[src/rtl/updown_mod_counter.sv]
// Parametrised up/down/bounce/hold modulo counter with parallel load,
// registered terminal-count pulse and an 8-bit wrap-event counter.
//
// Ports:
//   clk       rising-edge clock
//   rst       synchronous active-high reset
//   en        count enable (0 holds state, clears tc)
//   mode      00 up, 01 down, 10 bounce, 11 hold
//   load      parallel load strobe (wins over en)
//   load_val  value to load, clamped to MAX_VAL
//   count     current count, registered
//   dir       current direction, 1 = up, 0 = down
//   tc        one-cycle pulse with the wrapped/turned count
//   wrap_cnt  number of tc events, modulo 256
module updown_mod_counter #(
  parameter int WIDTH   = 5,
  parameter int MAX_VAL = 2**WIDTH-1
) (
  input  logic             clk,
  input  logic             rst,
  input  logic             en,
  input  logic [1:0]       mode,
  input  logic             load,
  input  logic [WIDTH-1:0] load_val,
  output logic [WIDTH-1:0] count,
  output logic             dir,
  output logic             tc,
  output logic [7:0]       wrap_cnt
);

  typedef enum logic {
    DOWN = 1'b0,
    UP   = 1'b1
  } dir_e;

  localparam logic [WIDTH-1:0] TOP = WIDTH'(MAX_VAL);
  localparam logic [WIDTH-1:0] ONE = WIDTH'(1);

  dir_e             dir_q;
  dir_e             dir_nxt;
  logic [WIDTH-1:0] count_nxt;
  logic             tc_nxt;
  logic [7:0]       wrap_nxt;
  logic             at_top;
  logic             at_zero;

  assign at_top  = (count == TOP);
  assign at_zero = (count == '0);
  assign dir     = dir_q;

  // Endpoints are detected by explicit compare, so a
  // non-power-of-2 TOP wraps correctly.
  always_comb begin
    count_nxt = count;
    dir_nxt   = dir_q;
    tc_nxt    = 1'b0;
    wrap_nxt  = wrap_cnt;
    if (load) begin
      count_nxt = (load_val > TOP) ? TOP : load_val;
    end else if (en) begin
      unique case (mode)
        2'b00: begin
          dir_nxt = UP;
          if (at_top) begin
            count_nxt = '0;
            tc_nxt    = 1'b1;
          end else begin
            count_nxt = count + ONE;
          end
        end
        2'b01: begin
          dir_nxt = DOWN;
          if (at_zero) begin
            count_nxt = TOP;
            tc_nxt    = 1'b1;
          end else begin
            count_nxt = count - ONE;
          end
        end
        2'b10: begin
          // Turn-around steps away from the endpoint so
          // each endpoint appears once per sweep.
          if (dir_q == UP) begin
            if (at_top) begin
              count_nxt = TOP - ONE;
              dir_nxt   = DOWN;
              tc_nxt    = 1'b1;
            end else begin
              count_nxt = count + ONE;
            end
          end else begin
            if (at_zero) begin
              count_nxt = ONE;
              dir_nxt   = UP;
              tc_nxt    = 1'b1;
            end else begin
              count_nxt = count - ONE;
            end
          end
        end
        2'b11: begin
          count_nxt = count;
        end
      endcase
    end
    if (tc_nxt) begin
      wrap_nxt = wrap_cnt + 8'd1;
    end
  end

  always_ff @(posedge clk) begin
    if (rst) begin
      count    <= '0;
      dir_q    <= UP;
      tc       <= 1'b0;
      wrap_cnt <= '0;
    end else begin
      count    <= count_nxt;
      dir_q    <= dir_nxt;
      tc       <= tc_nxt;
      wrap_cnt <= wrap_nxt;
    end
  end

endmodule

[config.mk]
export PLATFORM = sky130hd
export DESIGN_NAME = updown_mod_counter
export DESIGN_NICKNAME = d
export VERILOG_FILES = /design/src/rtl/updown_mod_counter.sv
export SDC_FILE = /design/constraint.sdc
export NUM_CORES = 1
export LEC_CHECK = 0
export CAP_MARGIN = 40
export CORE_MARGIN = 3
export CORE_UTILIZATION = 40
export CTS_CLUSTER_DIAMETER = 150
export CTS_CLUSTER_SIZE = 10
export DETAILED_ROUTE_END_ITERATION = 7
export GPL_TIMING_DRIVEN = 0
export HOLD_SLACK_MARGIN = 0.15
export PLACE_DENSITY = 0.63
export SYNTH_ARGS = -nofsm -noshare
export SYNTH_HDL_FRONTEND = slang
export SYNTH_SLANG_ARGS = --single-unit
[constraint.sdc]
create_clock -name clk -period 3.1 [get_ports clk]
set_input_delay 0.62 -clock clk [delete_from_list [all_inputs] [get_ports clk]]
set_output_delay 0.62 -clock clk [all_outputs]
set_load 0.03 [all_outputs]
* Word-level counts from Yosys, hierarchy flattened *
Cells that the tools add are included.

operators by class
  $add $sub $neg = 3
  $lt $le $gt $ge = 1
  eq/ne operators = 5
  mux-type cells = 18
  bitwise operators = 1
  reductions and logical operators = 6

operator list
  kind                                                 number
  2-to-1 mux 5 bit                                     8
  case mux 5 bit (3 select lines)                      1
  adder 8 x 1 -> 8 bit, second input constant          1
  2-to-1 mux 1 bit                                     7
  case mux 1 bit (3 select lines)                      2
  adder 5 x 1 -> 5 bit, second input constant          1
  equality test 5 bit, second input constant           1
  > comparator 5 bit, second input constant            1
  logical NOT 5 bit                                    1
  subtractor 5 x 1 -> 5 bit, second input constant     1
  equality test 2 bit, second input constant           2
  AND reduction 3 bit                                  1
  nonzero test 3 bit                                   1
  equality test 2 x 1 -> 1 bit, second input constant  1
  logical NOT 2 bit                                    1
  inequality test 2 bit, second input constant         1
  AND reduction 2 bit                                  1
  nonzero test 2 bit                                   1
  inverter 1 bit                                       1

storage, ports and cells
  flip-flop bits (word level) = 15
  bits of input ports = 11
  output and inout bits = 15

* Depth between registers and ports, before layout *
Gate-level depths: netlist (run 1).

  depth in word-level cells = 6
  mapped depth = 9
  mapped depth without buffers = 8

* Least setup slack after synthesis (run 1) *
No wires, ideal clock.

  kind = register -> register
  start point = reg count[2]
  end point = reg wrap_cnt[7]
  arrival = 2.692 ns
  setup slack = 0.338 ns
  cell stages (with the launch flop) = 10
  clock period less this slack = 2.762 ns
  cell sequence = dfxtp_1 -> clkbuf_1 -> and3_1 -> ha_1 -> a32o_1 -> nor2_2 -> or3_1 -> buf_2 -> or4_1 -> a21oi_1

on the way
  cells in the longest elaborated chain, start to end = 6
  elaborated cells between the ends (all ways) = 8
  those cells by class = eq/ne (1); mux (6); reduce/logical (1)

RTL lines
  what                                                      RTL line  RTL
  start: declaration                                        25        output logic [WIDTH-1:0] count,
  start signal: assignment                                  118       count <= count_nxt;
  equality test 5 bit or logical NOT 5 bit (tied branches)  47, 48
  2-to-1 mux 1 bit, on equally long branches                -
  2-to-1 mux 1 bit                                          83        if (dir_q == UP) begin
  case mux 1 bit (3 select lines) (*)                       61        unique case (mode)
  2-to-1 mux 1 bit (*)                                      60        end else if (en) begin
  2-to-1 mux 1 bit (*)                                      58        if (load) begin
  end signal: assignment                                    121       wrap_cnt <= wrap_nxt;
  end: declaration                                          28        output logic [7:0] wrap_cnt

Every way passes the cells marked *; elsewhere a longest branch is shown, timed or not.
A chain may end at the register's enable or synchronous reset.

* Final worst setup path (run 1) *
  start point = in mode[0]
  end point = reg wrap_cnt[5]

on the way
  cells in the longest elaborated chain, start to end = 4
  elaborated cells between the ends (all ways) = 6
  those cells by class = eq/ne (2); mux (3); reduce/logical (1)

RTL lines
  what                                               RTL line  RTL
  start: declaration                                 22        input logic [1:0] mode,
  equality test 2 bit, or another cell as far along  61
  case mux 1 bit (3 select lines) (*)                61
  2-to-1 mux 1 bit (*)                               60
  2-to-1 mux 1 bit (*)                               58

Marks and branches as above.

==> results.sh, run 1 <==
export IMPL_outcome="completed"
export IMPL_grt_overflow_total=0
export IMPL_syn_nets=177
export IMPL_period_minus_slack_ns=2.96
export IMPL_port_buffers=25
export IMPL_grt_first_pass_wirelength_um=5230
export IMPL_cts_path_max_buffers=2
export IMPL_wl_per_cell_um=14.6
export IMPL_layout_drive_gt1_share_pct=4.89
export IMPL_finalClockSkew_ns=0.00122
export IMPL_syn_inst=155
export IMPL_rsz0062_at_grt="false"
export IMPL_timing_fmax_mhz=337
export IMPL_die_w_um=60.5
export IMPL_worstSetupPathType="input port to flop"
export IMPL_row_count=19
export IMPL_cts_root_buf="clkbuf_4"
export IMPL_drc_errors=0
export IMPL_ir_drop_mv=0.228
export IMPL_maxCapViolCount=0
export IMPL_die_h_um=60.5
export IMPL_dieArea_sq_um=3650
export IMPL_yosysUniqueCellTypes=38
export IMPL_yosysTopAreaCell="dfxtp_1"
export IMPL_synthTopCellsByCount="19 x a21oi_1, 15 x dfxtp_1, 15 x nor2_1"
export IMPL_htree_num_levels=1
export IMPL_routed_wl_um=3130
export IMPL_grt_max_degree=11
export IMPL_setup_viol=0
export IMPL_cts_hold_buf=0
export IMPL_finalCritPeriodShare_pct=95.6
export IMPL_p_leak_nw=0.582
export IMPL_vias=1223
export IMPL_cts_clk_slew_worst_paths_ns=0.09
export IMPL_synth_area_leaders="dfxtp_1 25%, ha_1 12%, a21oi_1 8.0%"
export IMPL_dp_hpwl_um=2430
export IMPL_hold_depth=2
export IMPL_fillerInstances=279
export IMPL_ff2ff_path_depth=9
export IMPL_start_util_pct=42.6
export IMPL_yosysMostFrequentCell="a21oi_1"
export IMPL_place_gp_congestion=0.885
export IMPL_power_density_nw_per_um2=309
export IMPL_synth_top_area_share_pct=25.3
export IMPL_synthFlopType="dfxtp_1"
export IMPL_via_per_inst=5.69
export IMPL_drtIter0Drc=106
export IMPL_clk_latency_ns=0.28
export IMPL_clock_sinks=15
export IMPL_relSlewSlack_pct=59.8
export IMPL_syn_avg_cell_area_sq_um=7.65
export IMPL_worst_pin_slew_ns=0.603
export IMPL_cts_resized=0
export IMPL_first_global_vias=1202
export IMPL_yosysSeqAreaShare_pct=25.3
export IMPL_diodes=0
export IMPL_hold_viol=0
export IMPL_nNetsFinal=207
export IMPL_arrival_ns=3.19
export IMPL_cp_start_kind="input port"
export IMPL_numCtsBuffers=3
export IMPL_ys_warn_count=0
export IMPL_synth_edf_count=0
export IMPL_crit_path_end_kind="flop"
export IMPL_post_cts_buffers=0
export IMPL_slew_violations=0
export IMPL_netlist_area_sq_um=1190
export IMPL_hold_class="flop to flop"
export IMPL_crit_fanout=10
export IMPL_core_area_sq_um=2780
export IMPL_cts_tree="yes"
export IMPL_async_reset_ff_share_pct=0
export IMPL_postLayoutCoreUtil_pct=54.1
export IMPL_synth_seq_cells=15
export IMPL_first_pass_iters=4
export IMPL_antenna_found_initial=0
export IMPL_cp_data_required_time_ns=3.32
export IMPL_syn2layout_area_growth_pct=26.8
export IMPL_pin_count=26
export IMPL_gr_usage_all_layers_pct=18.6
export IMPL_finalPower_mw=0.465
export IMPL_drt_antenna_violating_nets=0
-- worst max-delay path, stage by stage --
cell and delay, ns:
clkdlybuf4s50_1 0.46, inv_1 0.10, ha_1 0.15, clkbuf_1 0.36
a32o_1 0.25, nor2_2 0.06, or3_1 0.35, buf_2 0.17
or4_1 0.51, a21oi_1 0.15
-- path summary, 6_finish.rpt --
| kind | from | end | slack (ns) |
|---|---|---|---|
| hold reg to reg | wrap_cnt[7]$_SDFFE_PP0P_ | wrap_cnt[7]$_SDFFE_PP0P_ | 0.49 |
| setup / recovery | mode[0] | wrap_cnt[5]$_SDFFE_PP0P_ | 0.14 |
| hold / removal | wrap_cnt[7]$_SDFFE_PP0P_ | wrap_cnt[7]$_SDFFE_PP0P_ | 0.49 |
| setup reg to reg | count[3]$_SDFFE_PP0P_ | wrap_cnt[5]$_SDFFE_PP0P_ | 0.23 |
-- per-stage QoR --
stage	worst slack, ns	cell area, sq um	std cells	hold slack [ns]	TNS [ns]
5_1_grt	0.00242	1500	215	0.526	0
4_1_cts	0.140	1500	215	0.488	0
3_5_place_dp	-0.153	1480	211	0.474	-0.289
2_1_floorplan	0.338	1190	155	0.603	0
3_3_place_gp	-0.0981	1480	211	0.465	-0.193
6_report	0.136	1500	215	0.489	0
-- final cells by class --
cell class | instances | area [sq um] | share of cell area [%]
inverter | 13 | 48.8 | 3.24
sequential | 15 | 300 | 20.0
timing repair buffer | 25 | 250 | 16.6
multi-input combinational | 118 | 801 | 53.2
tap | 31 | 38.8 | 2.58
clock inverter | 1 | 5.00 | 0.333
clock buffer | 3 | 22.5 | 1.50
buffer | 9 | 37.5 | 2.50
-- cells by family (layout without fill, tap and decap cells) --
family          count (synthesis)  count (layout)  synth area share [%]
flops                          15              15                  25.3
mux                             1               1                 0.844
fa+ha+maj                      11              11                  11.6
compound gates                 47              47                  25.0
buf+inv                        22              51                  7.17
xor+xnor                        7               7                  5.17
simple gates                   52              52                  24.9
-- state kept, by name, summed over array words and instances, names as in the netlist --
register,cells
wrap_cnt,8
tc,1
dir,1
count,5
-- placed cells by master, fill, tap and decap left out, drive strengths merged, types with 5 or more instances in the layout --
| master | n |
|---|---|
| nand2 | 5 |
| clkdlybuf4s50 | 25 |
| dfxtp | 15 |
| o31ai | 5 |
| nor2 | 16 |
| ha | 11 |
| clkbuf | 10 |
| a21oi | 19 |
| inv | 13 |
| o21ai | 8 |
-- power by group --
group          internal (mW)  total, mW  switching (mW)
Sequential             0.199      0.211          0.0121
Clock                 0.0479      0.114          0.0666
Combinational         0.0595      0.140          0.0807
-- routing by layer --
metal / up-vias / track usage, % / part of all wire (%)
met3: 10 / 2.77 / 4.1
met1: 566 / 22.5 / 45
met4: 0 / 8.36 / 3.2
li1: 616 / - / -
met2: 31 / 32.4 / 48
met5: - / 0 / 0
Power figures use the tool's default switching activity.
==> run 2, diff against run 1 <==
- MAX_ROUTING_LAYER: not set -> met4
- SKIP_LAST_GASP: not set -> 1
==> results.sh, run 2 (synthesis results as in run 1) <==
export IMPL_grt_first_pass_wirelength_um=5240
export IMPL_cts_hold_buf=0
export IMPL_cts_tree="yes"
export IMPL_internal_power_mw=0.306
export IMPL_timing_fmax_mhz=337
export IMPL_htree_num_levels=1
export IMPL_crit_chain="clkdlybuf4s50_1 -> inv_1 -> ha_1 -> clkbuf_1 -> a32o_1 -> nor2_2 -> or3_1 -> buf_2 -> or4_1 -> a21oi_1"
export IMPL_p_leak_nw=0.582
export IMPL_port_buffers=25
export IMPL_max_stage_delay_ns=0.51
export IMPL_crit_fanout=10
export IMPL_pin_count=26
export IMPL_sequentialPowerShare_pct=45.3
export IMPL_slew_violations=0
export IMPL_cts_clk_slew_worst_paths_ns=0.09
export IMPL_hold_class="flop to flop"
export IMPL_p_sw_share_pct=34.2
export IMPL_core_area_sq_um=2780
export IMPL_grt_max_degree=11
export IMPL_final_common_cell="clkdlybuf4s50_1"
export IMPL_place_gp_congestion=0.900
export IMPL_worst_pin_slew_ns=0.603
export IMPL_relSlewSlack_pct=59.8
export IMPL_stdcell_count=215
export IMPL_crit_path_end_kind="flop"
export IMPL_drt_antenna_violating_nets=0
export IMPL_rrSetupSlack_ns=0.23
export IMPL_hold_viol=0
export IMPL_grt_overflow_total=0
export IMPL_place_inst=211
export IMPL_layout_drive_gt1_share_pct=4.89
export IMPL_dieArea_sq_um=3650
export IMPL_cts_path_max_buffers=2
export IMPL_p_switching_mw=0.159
export IMPL_rsz0062_at_grt="false"
export IMPL_largest_register="wrap_cnt"
export IMPL_final_cell_mix="25 x clkdlybuf4s50_1, 19 x a21oi_1, 15 x nor2_1, 15 x dfxtp_1, 13 x inv_1"
export IMPL_maxCapViolCount=0
export IMPL_first_global_vias=1201
export IMPL_drc_errors=0
export IMPL_setup_viol=0
export IMPL_nNetsFinal=207
export IMPL_diodes=0
export IMPL_power_frac_comb_pct=30.1
export IMPL_wl_per_cell_um=14.6
export IMPL_routed_wl_um=3140
export IMPL_die_w_um=60.5
export IMPL_worstSetupPathType="input port to flop"
export IMPL_finalClockSkew_ns=0.00121
export IMPL_die_h_um=60.5
export IMPL_drtIter0Drc=106
export IMPL_largest_reg_flops=8
export IMPL_ir_drop_mv=0.228
export IMPL_cp_start_kind="input port"
export IMPL_vias=1223
export IMPL_reg_top3="wrap_cnt: 8 flops, count: 5 flops"
export IMPL_antenna_found_initial=0
export IMPL_postLayoutCoreUtil_pct=54.1
export IMPL_via_per_inst=5.69
export IMPL_cts_root_buf="clkbuf_4"
export IMPL_cp_data_required_time_ns=3.32
export IMPL_arrival_ns=3.19
export IMPL_pwr_share_clk_pct=24.6
export IMPL_numCtsBuffers=3
export IMPL_slowest_stage="or4_1"
export IMPL_finalCritPeriodShare_pct=95.6
export IMPL_first_pass_iters=4
export IMPL_dp_hpwl_um=2430
export IMPL_period_minus_slack_ns=2.96
export IMPL_clk_latency_ns=0.28
export IMPL_gr_usage_all_layers_pct=19.1
export IMPL_start_util_pct=42.6
export IMPL_outcome="completed"
export IMPL_row_count=19
export IMPL_clock_sinks=15
export IMPL_power_density_nw_per_um2=309
export IMPL_syn2layout_area_growth_pct=26.8
[run 2: path summary, 6_finish.rpt]
path	from	endpoint	cells after the start
max reg2reg	count[3]$_SDFFE_PP0P_	wrap_cnt[5]$_SDFFE_PP0P_	9
min reg2reg	wrap_cnt[7]$_SDFFE_PP0P_	wrap_cnt[7]$_SDFFE_PP0P_	2
min	wrap_cnt[7]$_SDFFE_PP0P_	wrap_cnt[7]$_SDFFE_PP0P_	2
max	mode[0]	wrap_cnt[5]$_SDFFE_PP0P_	10
[run 2: final cells by class]
class                   instances  area [sq um]
well taps                      31          38.8
clock buffers                   3          22.5
plain buffers                   9          37.5
inverters                      13          48.8
multi-input cells             118           801
clock inverters                 1          5.00
fillers                       279          1280
flip-flops and latches         15           300
repair buffers                 25           250
[run 2: critical path: cells and delay by family]
| kind | cells | cell delay [ns] |
|---|---|---|
| adders and majority gates | 1 | 0.15 |
| and+or+nand+nor | 3 | 0.92 |
| buffers and inverters | 4 | 1.09 |
| AOI/OAI and AO/OA | 2 | 0.40 |
[run 2: routing by layer]
metal	GRT usage, %	vias up	share of wire, %
li1	-	616	-
met1	22.7	566	45
met2	32.4	31	48
met3	2.34	10	3.7
met4	8.36	0	3.1
met5	-	-	0
[run 2: power groups by stage]
stage	sequential [mW]	combinational [mW]	clock, mW
2_1_floorplan	0.224	0.0800	0
3_3_place_gp	0.215	0.136	0
3_5_place_dp	0.215	0.138	0
4_1_cts	0.211	0.139	0.120
5_1_grt	0.212	0.156	0.127
6_report	0.211	0.140	0.114
[run 2: timing repair]
action,CTS,global route
endpoints found under the hold margin,0,0
resized for setup,0,2
endpoints found under the setup margin,0,2
buffers inserted,0,0
[run 2: per-stage QoR]
step                      area (sq um)  setup slack [ns]  power [mW]  hold WS [ns]  TNS [ns]
after floorplan                   1190             0.338       0.304         0.603         0
after global placement            1480           -0.0981       0.351         0.465    -0.193
after detailed placement          1480            -0.153       0.354         0.474    -0.289
after CTS                         1500             0.140       0.470         0.488         0
after global routing              1500           0.00242       0.495         0.526         0
final                             1500             0.135       0.465         0.489         0
==> patch 1 (settings of run 1) <==
`WIDTH`: 5 -> 4.
--- a/src/rtl/updown_mod_counter.sv
+++ b/src/rtl/updown_mod_counter.sv
@@ -13,7 +13,7 @@
 //   tc        one-cycle pulse with the wrapped/turned count
 //   wrap_cnt  number of tc events, modulo 256
 module updown_mod_counter #(
-  parameter int WIDTH   = 5,
+  parameter int WIDTH   = 4,
   parameter int MAX_VAL = 2**WIDTH-1
 ) (
   input  logic             clk,
Ports: changed (resized count and load_val); port bits go from 26 to 24. No check against the original RTL was run, so the function may have changed too.
==> patch 1 against run 1 <==
- synthesized area fell by 9.4%
- routed wire length is 19% lower
- sequential cell count is 1 lower
- power decreased by 11%
- setup slack better by 0.16 ns
- design area decreased by 9.9%
- sequential share of layout area up 0.72 points
- die area down 8.5%
- synthesized cell count is 9.7% lower
==> patch 1: results (changes against run 1) <==
- The total routing usage reported by global routing is 0.161 (-0.0248).
- The met3 layer usage reported by global route is 0.0468 (+0.0191).
- The final weighted congestion of routability-driven global placement is 0.844 (-4.7%).
- The area added between synthesis and finish is 26.1%.
- The data arrival at the endpoint of the critical path is 3.01 ns (-0.18 ns).
- The wire length of the first global-routing pass is 4310 um (-18%).
- The non-clock buffering overhead in the final layout is 0.202 (+0.0109).
- The sequential cell area fraction in the yosys report is 0.261 (+0.00760).
- Yosys attributes the largest share of cell area to dfxtp_1 26%, ha_1 10%, a21oi_1 7.0%.
- By count the netlist is led by 15 x a21oi_1, 15 x nor2_1, 14 x dfxtp_1, 9 x ha_1, 9 x nand2_1.
- The sum of routed wire length over all layers was 2540 um (-19%).
- The met3 wirelength from detailed routing is 164 um (+27%).
- The buffer count excluding the clock tree in the final layout was 32 (-5.9%).
- The instance area at placement is 1330 sq um (-9.7%).
- In the final layout, the registers with the most flip-flops are wrap_cnt: 8 flops, count: 4 flops.
- The detailed router's first-iteration violation count is 35 (-67%).
- The sum of net half-perimeters after detailed placement is 1920 um (-21%).
- The slew of the pin with the lowest slew margin was 0.450 ns (-0.153 ns).
- The fraction of area in multi-input gates is 0.527 (-0.00521).
- The proportion of layout cells with a drive suffix above 1 is 0.0606 (+0.0117).
- The clock network contribution to total cell area is 0.0166 (-0.00168).
- The number of multi-input combinational cells was 109 (-7.6%).
- The initial antenna violation count is 0 (unchanged).
- The wire length on met1 is 1240 um (-11%).
- The worst vdd rail ir drop was 0.326 mV (+43%).
- The run finished with clean final reports.
- The count of vias placed by the detailed router is 1102 (-9.9%).
- The worst clock skew is 0.00587 ns (+0.00465 ns).
- The number of tap cells inserted is 30 (-3.2%).
- The non-clock inverter instance count of the final layout is 7 (-6).
- The sequential cell area in the final layout is 280 sq um (-6.7%).
- The met2 track utilization from global routing is 0.245 (-0.0789).
- The count of input and output buffers is 22 (-12%).
- The distinct cell type count after synthesis was 40 (+5.3%).
- The leakage power total is 0.514 nW (-12%).
- The global-route track usage on met1 is 0.228 (+0.00330).
- The number of sinks on the clock net is 14 (-1).
- The predominant post-synthesis flop cell is dfxtp_1.
- The net count after synthesis is 159 (-10%).
- The met2 wire length is 1130 um (-25%).
- The filler cell count in the final layout is 259 (-7.2%).
## patch 1: worst paths after layout
check / startpoint / end / slack [ns] / cells past startpoint
setup / recovery: mode[1] / wrap_cnt[5] / 0.29 / 9
hold reg to reg: wrap_cnt[7] / wrap_cnt[7] / 0.49 / 2
hold / removal: wrap_cnt[7] / wrap_cnt[7] / 0.49 / 2
setup reg to reg: count[0] / wrap_cnt[5] / 0.65 / 8
## patch 1: critical path, stage by stage
cell and delay [ns]:
clkdlybuf4s50_1 0.47, inv_1 0.11, ha_1 0.26, or4bb_1 0.42, a21oi_1 0.24, nor2_1 0.11, buf_6 0.15, or4_1 0.49
a21oi_1 0.14
## patch 1: per-stage QoR
| step | power [W] | std cells | hold WS (ns) | setup WS (ns) | util |
|---|---|---|---|---|---|
| 2_1_floorplan | 0.000278 | 140 | 0.603 | 0.713 | - |
| 3_3_place_gp | 0.000317 | 192 | 0.470 | 0.0559 | 0.528 |
| 6_report | 0.000412 | 195 | 0.492 | 0.295 | 0.537 |
| 3_5_place_dp | 0.000317 | 192 | 0.480 | 0.0530 | 0.528 |
| 5_1_grt | 0.000440 | 195 | 0.521 | 0.120 | 0.537 |
| 4_1_cts | 0.000415 | 195 | 0.492 | 0.284 | 0.537 |
## patch 1: cells by family after synthesis
| kind of cell | share of synthesized area |
|---|---|
| AND/OR/NAND/NOR | 0.261 |
| adder cells (fa/ha/maj) | 0.105 |
| AO/OA/AOI/OAI | 0.265 |
| buffers and inverters | 0.0745 |
| XOR/XNOR | 0.0245 |
| multiplexers | 0.00931 |
| flip-flops | 0.261 |
## patch 1: report_power, final
part / internal, W / switching (W) / leakage, nW
sequential: 0.000185 / 0.00000598 / 0.114
clock: 0.0000449 / 0.0000532 / 0.0138
combinational: 0.0000533 / 0.0000697 / 0.386
==> patch 2 (config.mk and constraints of run 1) <==
Without the edit above. Put one more register stage on the output `count`, with the module's reset. The value now appears one clock later. The other outputs are not delayed to match. Comments in the files are not updated.
--- a/src/rtl/updown_mod_counter.sv
+++ b/src/rtl/updown_mod_counter.sv
@@ -36,6 +36,8 @@
   localparam logic [WIDTH-1:0] TOP = WIDTH'(MAX_VAL);
   localparam logic [WIDTH-1:0] ONE = WIDTH'(1);
 
+  logic [WIDTH-1:0] count_s0;
+
   dir_e             dir_q;
   dir_e             dir_nxt;
   logic [WIDTH-1:0] count_nxt;
@@ -44,14 +46,14 @@
   logic             at_top;
   logic             at_zero;
 
-  assign at_top  = (count == TOP);
-  assign at_zero = (count == '0);
+  assign at_top  = (count_s0 == TOP);
+  assign at_zero = (count_s0 == '0);
   assign dir     = dir_q;
 
   // Endpoints are detected by explicit compare, so a
   // non-power-of-2 TOP wraps correctly.
   always_comb begin
-    count_nxt = count;
+    count_nxt = count_s0;
     dir_nxt   = dir_q;
     tc_nxt    = 1'b0;
     wrap_nxt  = wrap_cnt;
@@ -65,7 +67,7 @@
             count_nxt = '0;
             tc_nxt    = 1'b1;
           end else begin
-            count_nxt = count + ONE;
+            count_nxt = count_s0 + ONE;
           end
         end
         2'b01: begin
@@ -74,7 +76,7 @@
             count_nxt = TOP;
             tc_nxt    = 1'b1;
           end else begin
-            count_nxt = count - ONE;
+            count_nxt = count_s0 - ONE;
           end
         end
         2'b10: begin
@@ -86,7 +88,7 @@
               dir_nxt   = DOWN;
               tc_nxt    = 1'b1;
             end else begin
-              count_nxt = count + ONE;
+              count_nxt = count_s0 + ONE;
             end
           end else begin
             if (at_zero) begin
@@ -94,12 +96,12 @@
               dir_nxt   = UP;
               tc_nxt    = 1'b1;
             end else begin
-              count_nxt = count - ONE;
+              count_nxt = count_s0 - ONE;
             end
           end
         end
         2'b11: begin
-          count_nxt = count;
+          count_nxt = count_s0;
         end
       endcase
     end
@@ -110,17 +112,25 @@
 
   always_ff @(posedge clk) begin
     if (rst) begin
-      count    <= '0;
+      count_s0 <= '0;
       dir_q    <= UP;
       tc       <= 1'b0;
       wrap_cnt <= '0;
     end else begin
-      count    <= count_nxt;
+      count_s0 <= count_nxt;
       dir_q    <= dir_nxt;
       tc       <= tc_nxt;
       wrap_cnt <= wrap_nxt;
     end
   end
 
+  always_ff @(posedge clk) begin
+    if (rst) begin
+      count <= '0;
+    end else begin
+      count <= count_s0;
+    end
+  end
+
 endmodule
 
Formal check against the unedited RTL: not equivalent (Yosys sat finds a counterexample within 4 cycles, from zero or initial values and one cycle with rst high).
==> patch 2 against run 1 <==
- design area rose by 12%
- clock power increased by 39%
- clock skew grew 0.0065 ns
- cell count grew 14%
- routed wire length is 8.4% higher
- largest power group unchanged
- setup slack improved by 0.10 ns
- power up 24%
- largest cell class unchanged
- count of clock-buffer cells in the layout is 1 higher
- sequential cell count rose by 5
- via count increased by 12%
- non-clock buffer count decreased by 2
- first-iteration DRC count down 53%
- synthesized area up 14%
==> patch 2: results (changes against run 1) <==
- The flow ran to the end, and the final reports show no timing, DRC or antenna violations.
- The max-slew headroom at the worst pin came to 0.628 (+0.0304).
- The fraction of area in multi-input gates is 0.519 (-0.0139).
- The number of buffers added for setup after CTS came to 0 (unchanged).
- The detailed router's first-iteration violation count is 50 (-53%).
- The cell depth of the worst flop-to-flop path is 8 (-1).
- The count of clock-net buffers in the final layout was 4 (+1).
- The antenna diode count is 0 (unchanged).
- The buffer count excluding the clock tree in the final layout is 32 (-5.9%).
- The quantity of gates resized following cts is 0 (unchanged).
- The worst register-to-register path ends at wrap_cnt[7].
- By count the netlist is led by 20 x dfxtp_1, 19 x a21oi_1, 19 x nor2_1, 15 x nand2_1.
- The non-clock buffering overhead in the final layout is 0.165 (-0.0259).
- The number of sinks on the clock net is 20 (+5).
- The sum of net half-perimeters after detailed placement was 2550 um (+4.9%).
- The sum of routed wire length over all layers is 3400 um (+8.4%).
- The wire length of the first global-routing pass is 6090 um (+16%).
- The leakage power total is 0.641 nW (+10%).
- The maximum number of pins on one net before global-route repair was 12 (+1).
- The non-clock inverter instance count of the final layout is 11 (-2).
- The proportion of layout cells with a drive suffix above 1 came to 0.0446 (-0.00436).
- The proportion of register bits with asynchronous set or reset after synthesis is 0 (unchanged).
- The fraction of standard cell area that is sequential is 0.237 (+0.0377).
- The number of multi-input combinational cells came to 135 (+14%).
- The clock network contribution to total cell area came to 0.0215 (+0.00321).
- The worst vdd rail ir drop is 0.123 mV (-46%).
- The classification of the worst setup path is flop to flop.
- The final net count is 225 (+8.7%).
- The vias per cell is 5.56 (-2.2%).
- The via count of the first global-routing pass was 1259 (+4.7%).
- The filler cell count in the final layout is 326 (+17%).
- By area the synthesized netlist is led by dfxtp_1 30%, ha_1 10%, a21oi_1 7.0%.
- The largest registers in the layout are wrap_cnt: 8 flops, count: 5 flops, count_s0: 5 flops.
- The sequential cell area fraction in the yosys report is 0.295 (+0.0423).
- The H-tree depth reported by CTS is 1 (unchanged).
- The internal power of the cells was 0.000398 W (+30%).
- The worst clock skew is 0.00777 ns (+0.00654 ns).
- The count of input and output buffers is 24 (-4.0%).
- The final weighted congestion of routability-driven global placement is 0.882 (-0.35%).
- The post-CTS clock slew at the launch and capture registers of the worst setup and hold paths is 0.12 ns (+0.03 ns).
- The initial antenna violation count came to 0 (unchanged).
- The critical register-to-register path startpoint is count_s0[2].
- The register name with the most flops is wrap_cnt.
- The distinct cell type count after synthesis came to 41 (+7.9%).
- The clock latency of the later-clocked register in the worst-skew pair is 0.31 ns (+0.03 ns).
- The total routing usage reported by global routing is 0.183 (-0.00218).
- The net count after synthesis is 196 (+11%).
-- patch 2: changes by cell type in the layout (fill, tap and decap cells not counted), moves of 2 or more --
cell and delta:
dfxtp_1 +5, nor2_1 +4, a221oi_1 +2, nand4_1 +2
nand2_1 +10, nor3_1 +3, o31ai_1 -2, a211oi_1 +3
and2_1 +2, inv_1 -2, o21a_1 -2
-- patch 2: critical path: stages, from the launching register on --
cell and delay [ns]:
dfxtp_1 0.51, clkbuf_1 0.39, and3_1 0.28, ha_1 0.30
nand2b_1 0.20, a221oi_1 0.10, or3_4 0.37, or4_1 0.50
a21oi_1 0.14
-- patch 2: metal layers --
metal / up-vias / track usage / share of wire
li1: 687 / - / -
met1: 624 / 0.264 / 0.49
met2: 50 / 0.272 / 0.43
met3: 7 / 0.0228 / 0.069
met4: 0 / 0.0765 / 0.017
met5: - / 0 / 0
-- patch 2: metrics by stage --
step	util	std cells	hold WS, ns	worst slack [ns]	area [sq um]
2_1_floorplan	-	174	0.521	0.610	1360
3_3_place_gp	0.523	242	0.461	0.231	1650
3_5_place_dp	0.523	242	0.484	0.201	1650
4_1_cts	0.535	246	0.507	0.290	1690
5_1_grt	0.535	246	0.538	0.0478	1690
6_report	0.535	246	0.504	0.241	1690
-- patch 2: cell families after synthesis --
family / share of synthesized area
multiplexers: 0.00739
AO/OA/AOI/OAI: 0.227
adder cells (fa/ha/maj): 0.102
flip-flops: 0.295
AND/OR/NAND/NOR: 0.277
XOR/XNOR: 0.0323
buffers and inverters: 0.0591
-- patch 2: power groups by stage --
stage	combinational (W)	clock, W	sequential (W)
global placement	0.000136	0	0.000283
CTS	0.000139	0.000161	0.000278
global route	0.000157	0.000179	0.000280
finish	0.000139	0.000158	0.000278
floorplan	0.0000887	0	0.000288
detailed placement	0.000138	0	0.000283
